[src/rtl/ctr_64.sv]
// ctr_64 : modulo-64 up/down counter split into a 4-bit low field (rg_a)
// and a 2-bit high field (bit_a). The full count is {bit_a, rg_a}.
// Priority on each edge: clr, then ld, then count (en) up or down, else hold.
// tc is combinational from the registered count and the current direction.
// Optional build macro: CTR64_SATURATE_EN makes counting stop at 63 (up)
// or 0 (down) instead of wrapping. ld and clr are not affected by it.
module ctr_64 #(
  parameter int LO_W = 4,
  parameter int HI_W = 2
) (
  input  logic                 clock,
  input  logic                 rst,
  input  logic                 en,
  input  logic                 up,
  input  logic                 clr,
  input  logic                 ld,
  input  logic [LO_W+HI_W-1:0] ld_val,
  output logic [LO_W-1:0]      rg_a,
  output logic [HI_W-1:0]      bit_a,
  output logic                 tc
);

  localparam int CNT_W   = LO_W + HI_W;
  localparam int MAX_CNT = 2**CNT_W - 1;

`ifdef CTR64_SATURATE_EN
  localparam bit SAT = 1'b1;
`else
  localparam bit SAT = 1'b0;
`endif

  logic [LO_W-1:0] lo_q, lo_d;
  logic [HI_W-1:0] hi_q, hi_d;

  // True when the count sits at the end of travel for the given direction:
  // 63 when counting up, 0 when counting down.
  function automatic logic at_limit(input logic [LO_W-1:0] lo,
                                    input logic [HI_W-1:0] hi,
                                    input logic            dir_up);
    if (dir_up) return ({hi, lo} == CNT_W'(MAX_CNT));
    else        return ({hi, lo} == '0);
  endfunction

  // Low field always steps by one; it wraps 15->0 up and 0->15 down.
  function automatic logic [LO_W-1:0] step_lo(input logic [LO_W-1:0] lo,
                                              input logic            dir_up);
    if (dir_up) return lo + LO_W'(1);
    else        return lo - LO_W'(1);
  endfunction

  // High field moves only on the low-field carry (15->0) or borrow (0->15),
  // in the same edge as the low-field wrap.
  function automatic logic [HI_W-1:0] step_hi(input logic [HI_W-1:0] hi,
                                              input logic [LO_W-1:0] lo,
                                              input logic            dir_up);
    if (dir_up) return hi + HI_W'(&lo);
    else        return hi - HI_W'(~|lo);
  endfunction

  // Next-state selection in priority order; saturation only blocks counting.
  always_comb begin
    lo_d = lo_q;
    hi_d = hi_q;
    if (clr) begin
      lo_d = '0;
      hi_d = '0;
    end else if (ld) begin
      lo_d = ld_val[LO_W-1:0];
      hi_d = ld_val[CNT_W-1:LO_W];
    end else if (en && !(SAT && at_limit(lo_q, hi_q, up))) begin
      lo_d = step_lo(lo_q, up);
      hi_d = step_hi(hi_q, lo_q, up);
    end
  end

  // Count register; reset clears it immediately, independent of the clock.
  always_ff @(posedge clock or negedge rst) begin
    if (!rst) begin
      lo_q <= '0;
      hi_q <= '0;
    end else begin
      lo_q <= lo_d;
      hi_q <= hi_d;
    end
  end

  assign rg_a  = lo_q;
  assign bit_a = hi_q;
  assign tc    = at_limit(lo_q, hi_q, up);

endmodule

[config.mk]
export PLATFORM = sky130hd
export DESIGN_NAME = ctr_64
export DESIGN_NICKNAME = d
export VERILOG_FILES = /design/src/rtl/ctr_64.sv
export SDC_FILE = /design/constraint.sdc
export NUM_CORES = 1
export LEC_CHECK = 0
export CORE_AREA = 2 2 39 41
export DETAILED_ROUTE_END_ITERATION = 10
export DIE_AREA = 0 0 41 43
export PLACE_DENSITY = 0.75
export SETUP_SLACK_MARGIN = 0.2
export SLEW_MARGIN = 0
export SYNTH_ARGS = -nofsm -noshare
export SYNTH_HDL_FRONTEND = slang
export SYNTH_SLANG_ARGS = --single-unit
[constraint.sdc]
create_clock -name clock -period 2.4 [get_ports clock]
set_clock_uncertainty 0.15 [all_clocks]
set_input_delay 0.48 -clock clock [delete_from_list [all_inputs] [get_ports clock]]
set_output_delay 0.48 -clock clock [all_outputs]
set_load 0.005 [all_outputs]
* Word level (Yosys, flattened, before mapping) *
Cells that the tools add are included.

word-level totals
  bits in registers = 6

cells by class
  $add $sub $neg = 4
  equality and inequality tests = 1
  reduce and logical (&&, ||, !) cells = 5
  multiplexer cells = 9

operator list
  operator               number
  $mux W4                4
  $mux W2                4
  $eq A6 B6 Y1 const B   1
  $logic_not A6 Y1       1
  $add A4 B1 Y4 const B  1
  $reduce_and A4 Y1      1
  $reduce_or A4 Y1       1
  $sub A4 B1 Y4 const B  1
  $reduce_bool A3 Y1     1
  $add A2 B1 Y2          1
  $sub A2 B1 Y2          1
  $logic_not A1 Y1       1
  $mux W1                1

* Longest topological paths before layout *
Gate-level depths: netlist of the first run.

  depth in word-level cells = 7
  mapped depth = 7
  gate-level depth less buffers = 7

* Least setup slack after synthesis of the first run *
Ideal clock, no wire load.

  path kind = input to register
  from = input port up
  to = register lo_q[2] (netlist: rg_a[2])
  data arrival time = 1.503 ns
  cell stages on the path = 5
  path buffers = 0
  setup slack = 0.674 ns
  cell sequence = inv_1 -> fa_1 -> xnor2_1 -> a211o_1 -> a21oi_2

between the ends
  word-level cells in the longest chain between the ends = 4

RTL lines
  element               RTL line  text
  start, declared       14        input logic up,
  $mux W4               47        if (dir_up) return lo + LO_W'(1);
  $mux W4               70        end else if (en && !(SAT && at_limit(lo_q, hi_q, up))) begin
  $mux W4               67        end else if (ld) begin
  $mux W4               64        if (clr) begin
  end signal, assigned  82        lo_q <= lo_d;
  end, declared         32        logic [LO_W-1:0] lo_q, lo_d;

Every way passes these cells. The select of a mux whose other input is x is not followed.
A chain may end at the register's enable or synchronous reset.

* Final worst setup path of the first run *
  from = register lo_q[1] (netlist: rg_a[1])
  to = output port tc

between the ends
  word-level cells in the longest chain between the ends = 2

RTL lines
  element                                           RTL line  text
  $eq A6 B6 Y1 or $logic_not A6 Y1 (tied branches)  40, 41
  $mux W1 (*)                                       40        if (dir_up) return ({hi, lo} == CNT_W'(MAX_CNT));
  end, declared                                     20        output logic tc

Every way passes the cells marked *; elsewhere a longest branch is shown, timed or not.

==> impl_metrics.toml, run 1 <==
[run_status]
status = "completed"

[grt]
grt_pass1_vias = 433
grt_start_max_net_pins = 11
antenna_found_initial = 0
grt_usage_pct = 15.8
grt_overflow = 0
grt_pass1_wl_um = 1840

[finish]
drive_gt1_share_pct = 21.1
nets = 94
antenna_cells = 0
area_growth_pct = 53.4
fin_area_um2 = 733
post-route-util_pct = 53.0

[place]
port_buffers = 18
placed_area_um2 = 673
gp_congestion = 0.717
dp_hpwl_um = 858

[sta]
maxSlewHeadroom_pct = 73.2
rsz0062_at_grt = "false"
min_period_over_period_pct = 82.2
final_max_slew_viol_count = 0
worst_hold_slack_ps = 331
worst_slew_pin_slew_ps = 401
setup_violations = 0
setup-tns-final_ps = 0
period_minus_slack_ps = 1970
final_hold_viol_count = 0
fmax_mhz = 507

[detailed_routing]
drtAntennaViolNets = 0
detail_route.wl_per_cell_um = 12.6
wl_um = 1160
via_per_inst = 5.15
drc = 0
vias = 474
drtIter0Drc = 8
drtPass1Iterations = 4

[cts]
clk_pin_slew_ps = 50
htree_num_levels = 1
cts-root-buf = "clkbuf_4"
cts_buffer_depth = 2
cts_tree = "done"
holdBufCountCts = 0
numCtsBuffers = 3
cts_num_sinks = 6
clkLatencyLatePin_ps = 240

[setup_path]
crit_path_end_kind = "output pin"
cp_max_fo = 4
critPathKind = "flip-flop to output pin"
rrSetupSlack_ps = 570
critPathLaunchType = "flip-flop"
arrival_ps = 1340
critical_path_required_ps = 1770

[power]
p_per_area_nw_per_um2 = 464
p_leak_nw = 0.344
peakVddDrop_mv = 0.226
total_power_w = 0.000340

[logic_synthesis]
synth_area_um2 = 478
syn_nets = 68
synth_cells = 52
synth_cell_types = 23
ys_seq_area_share_pct = 31.4
ys_ff_latch = 6
synth.avg_cell_area_um2 = 9.19
yosys_warnings = 0

[floorplan]
die_x_um = 41
pin_count = 19
die_area_um2 = 1760
die_height_um = 43
initial_core_util_pct = 34.5
coreArea_um2 = 1380
row_count = 14

[flow_run]
max_cap_violations = 0

[hold_path]
hold_class = "input port to asynchronous set/reset pin"
through the flow:
step	worst slack [ps]	cells
after detailed placement	-53.0	85
after floorplan	674	52
final	428	92
after global routing	307	92
after CTS	440	92
after global placement	-30.0	85
cell families after synthesis:
kind of cell | after synthesis | share of synthesized area (%)
buffers and inverters | 3 | 3.40
muxes | 5 | 11.0
and+or+nand+nor | 20 | 20.4
DFF | 6 | 31.4
xor gates and xnor gates | 4 | 7.33
AOI/OAI and AO/OA | 10 | 14.4
adders and majority gates | 4 | 12.0
layout make-up:
| class | instances | area (µm²) |
|---|---|---|
| Clock buffer | 3 | 22.5 |
| Fill cell | 135 | 651 |
| Inverter | 1 | 3.75 |
| Multi-Input combinational cell | 43 | 318 |
| Sequential cell | 6 | 154 |
| Tap cell | 16 | 20.0 |
| Timing Repair Buffer | 23 | 215 |
registers in the layout, summed over array words and instances, names as in the netlist:
| name | flops |
|---|---|
| bit_a | 2 |
| rg_a | 4 |
report_power, final:
part / switching (W) / leakage, nW / total (W) / internal (W)
logic: 0.0000498 / 0.256 / 0.000125 / 0.0000751
clock network: 0.0000345 / 0.0138 / 0.0000909 / 0.0000564
registers: 0.0000135 / 0.0744 / 0.000124 / 0.000111
total: 0.0000978 / 0.344 / 0.000340 / 0.000242
final timing paths:
kind                            end  cells after the start  startpoint
min in group clock         bit_a[1]                      2    bit_a[1]
max reg2reg                bit_a[1]                      7     rg_a[3]
min                        bit_a[0]                      1         rst
max                              tc                      4     rg_a[1]
max in group asynchronous   rg_a[1]                      1         rst
min reg2reg                bit_a[1]                      2    bit_a[1]
worst max-delay path, cell delays in order, from the launching register on:
cell,delay (ps)
dfrtp_2,430
nor3_4,220
nand2_1,90
o22ai_1,120
dlygate4sd2_1,240
timing repair:
action / 4_1_cts / 5_1_grt
setup buffers: 4 / 0
hold endpoints to repair: 0 / 0
gates resized for setup: 6 / 0
endpoints found under the setup margin: 1 / 0
synth_stat cells (all sizes together):
| cell | count | area share (%) |
|---|---|---|
| nand2 | 5 | 3.9 |
| nand3 | 2 | 2.1 |
| inv | 1 | 0.78 |
| xnor2 | 1 | 1.8 |
| a22oi | 1 | 1.6 |
| nor3 | 1 | 2.1 |
| ha | 3 | 7.9 |
| o32ai | 2 | 3.7 |
| fa | 1 | 4.2 |
| or2 | 1 | 1.3 |
| mux2 | 2 | 4.7 |
| nor2 | 7 | 5.5 |
| a211o | 1 | 1.8 |
| a21oi | 5 | 6.0 |
| xor2 | 3 | 5.5 |
| buf | 2 | 2.6 |
| nor3b | 1 | 1.6 |
| and3 | 3 | 3.9 |
| dfrtp | 6 | 31 |
| o22ai | 1 | 1.3 |
| mux2i | 3 | 6.3 |
layer usage:
metal  part of all wire, %  GRT usage [%]  wire [µm]
met1                    43           17.3        494
met2                    55           27.8        640
met3                   2.1           3.14         24
met4                     0           6.00          0
met5                     0              0          0
layout by cell type (no fill, tap or decap), drive strengths merged, types with 2 or more instances in the layout:
| cell type | count |
|---|---|
| nand2 | 5 |
| a21oi | 5 |
| mux2 | 2 |
| nor2 | 7 |
| ha | 3 |
| o32ai | 2 |
| nand3 | 2 |
| clkbuf | 3 |
| xor2 | 3 |
| and3 | 3 |
| clkdlybuf4s50 | 16 |
| buf | 5 |
| mux2i | 3 |
| dlygate4sd2 | 2 |
| dfrtp | 6 |
(Power assumes the default switching activity.)
==> run 2: changes to the inputs <==
--- a/config.mk
+++ b/config.mk
@@ -8,7 +8,7 @@
 export CORE_AREA = 2 2 39 41
 export DETAILED_ROUTE_END_ITERATION = 10
 export DIE_AREA = 0 0 41 43
-export PLACE_DENSITY = 0.75
+export PLACE_DENSITY = 0.78
 export SETUP_SLACK_MARGIN = 0.2
 export SLEW_MARGIN = 0
 export SYNTH_ARGS = -nofsm -noshare
==> constraint.sdc (replaced) <==
create_clock -name clock -period 1.65 [get_ports clock]
set_clock_uncertainty 0.15 [all_clocks]
set_input_delay 0.33 -clock clock [delete_from_list [all_inputs] [get_ports clock]]
set_output_delay 0.33 -clock clock [all_outputs]
set_load 0.005 [all_outputs]
==> impl_metrics.toml, run 2 (synthesized netlist as in run 1, its figures left out) <==
[run_status]
status = "finished, violations left"
violations = "negative setup slack"

[grt]
grt_usage_pct = 20.2
antenna_found_initial = 0
grt_overflow = 0
grt_pass1_vias = 591
grt_start_max_net_pins = 8
grt_pass1_wl_um = 2380

[place]
placed_area_um2 = 764
dp_hpwl_um = 1020
gp_congestion = 0.797
port_buffers = 18
dp.cells = 96

[sta]
min_period_over_period_pct = 106
maxSlewHeadroom_pct = 79.2
final_max_slew_viol_count = 0
fmax_mhz = 570
final.setup.worst_slack_ps = -103
rsz0062_at_grt = "true"
worst_slew_pin_slew_ps = 311
setup_violations = 5
final_hold_viol_count = 0
period_minus_slack_ps = 1750

[floorplan]
die_height_um = 43
coreArea_um2 = 1380
row_count = 14
die_x_um = 41
die_area_um2 = 1760
initial_core_util_pct = 34.5
pin_count = 19

[detailed_routing]
wl_um = 1640
drtIter0Drc = 12
drc = 0
drtPass1Iterations = 4
via_per_inst = 5.24
vias = 571
detail_route.wl_per_cell_um = 15.0
drtAntennaViolNets = 0

[finish]
fillers = 109
final_cells = 109
drive_gt1_share_pct = 60.2
fin_area_um2 = 963
nets = 110
final_common_cell = "buf_4"
mostFrequentLayoutCells = "16 x buf_4, 9 x clkdlybuf4s50_1, 6 x nor2_1, 5 x buf_2, 5 x buf_6"
area_growth_pct = 102
antenna_cells = 0
largest_reg_flops = 4

[cts]
numCtsBuffers = 3
clk_pin_slew_ps = 50
cts_num_sinks = 6
cts_buffer_depth = 2
holdBufCountCts = 0
htree_num_levels = 1
cts_tree = "done"
cts-root-buf = "clkbuf_4"
clkLatencyLatePin_ps = 250

[setup_path]
critical_path_required_ps = 1170
cp_max_fo = 3
arrival_ps = 1270
critPathKind = "flip-flop to output pin"
crit_path_end_kind = "output pin"
critPathLaunchType = "flip-flop"

[flow_run]
max_cap_violations = 0

[hold_path]
hold_class = "input port to asynchronous set/reset pin"

[power]
p_per_area_nw_per_um2 = 640
peakVddDrop_mv = 0.447
p_leak_nw = 0.448
run 2: changes by cell type in the layout (fill, tap and decap cells not counted), moves of 3 or more:
| cell | previous run | this run |
|---|---|---|
| buf_4 | 5 | 16 |
| clkdlybuf4s50_1 | 16 | 9 |
| buf_2 | 0 | 5 |
| buf_6 | 0 | 5 |
| and3_1 | 3 | 0 |
| and3_4 | 0 | 3 |
| ha_1 | 3 | 0 |
| ha_4 | 0 | 3 |
run 2: power by group:
group          switching [W]  internal [W]  leakage, nW
Clock              0.0000579     0.0000919       0.0150
Combinational       0.000116      0.000173        0.359
Sequential         0.0000163      0.000161       0.0744
Total               0.000190      0.000426        0.448
run 2: worst max-delay path: stages, from the launching register on:
cell     delay [ps]
dfrtp_2         440
nor3_4          220
nand2_2         100
o22ai_1         120
buf_2           140
run 2: timing repair:
item,in CTS,in global routing
endpoints found under the setup margin,12,10
resized for setup,37,19
buffers inserted,7,2
pin swaps,10,10
run 2: area by class of cell:
cell class | instances | area [µm²] | area share [%]
Sequential cell | 6 | 154 | 16.0
Clock buffer | 4 | 26.3 | 2.73
Inverter | 1 | 3.75 | 0.390
Timing Repair Buffer | 39 | 323 | 33.5
Tap cell | 16 | 20.0 | 2.08
Multi-Input combinational cell | 43 | 437 | 45.3
run 2: final timing paths:
kind / from / endpoint / slack, ps / cells past startpoint
max in group asynchronous: rst / rg_a[3] / 920 / 1
min in group clock: en / rg_a[3] / 460 / 3
hold / removal: rst / rg_a[2] / 180 / 1
setup / recovery: rg_a[1] / tc / -100 / 4
setup reg to reg: rg_a[3] / bit_a[1] / -90 / 7
hold reg to reg: bit_a[1] / bit_a[1] / 570 / 3
run 2: metal layers:
layer / vias to the layer above / global-route usage, % / share of wire [%]
met5: - / 0 / 0
met4: 0 / 16.0 / 2.7
met3: 6 / 2.09 / 5.5
met2: 24 / 32.8 / 54
met1: 270 / 21.9 / 38
li1: 271 / - / -
run 2: per-stage QoR:
step / total power, W / TNS [ps] / utilization [%] / worst slack [ps] / hold slack (ps)
after global placement: 0.000379 / -2680 / 55.2 / -509 / 443
after CTS: 0.000584 / -250 / 63.7 / -72.7 / 169
final: 0.000617 / -367 / 69.6 / -103 / 176
after floorplan: 0.000271 / -42.8 / - / -21.9 / -116
after global routing: 0.000654 / -643 / 69.6 / -160 / 187
after detailed placement: 0.000383 / -2870 / 55.2 / -556 / 445
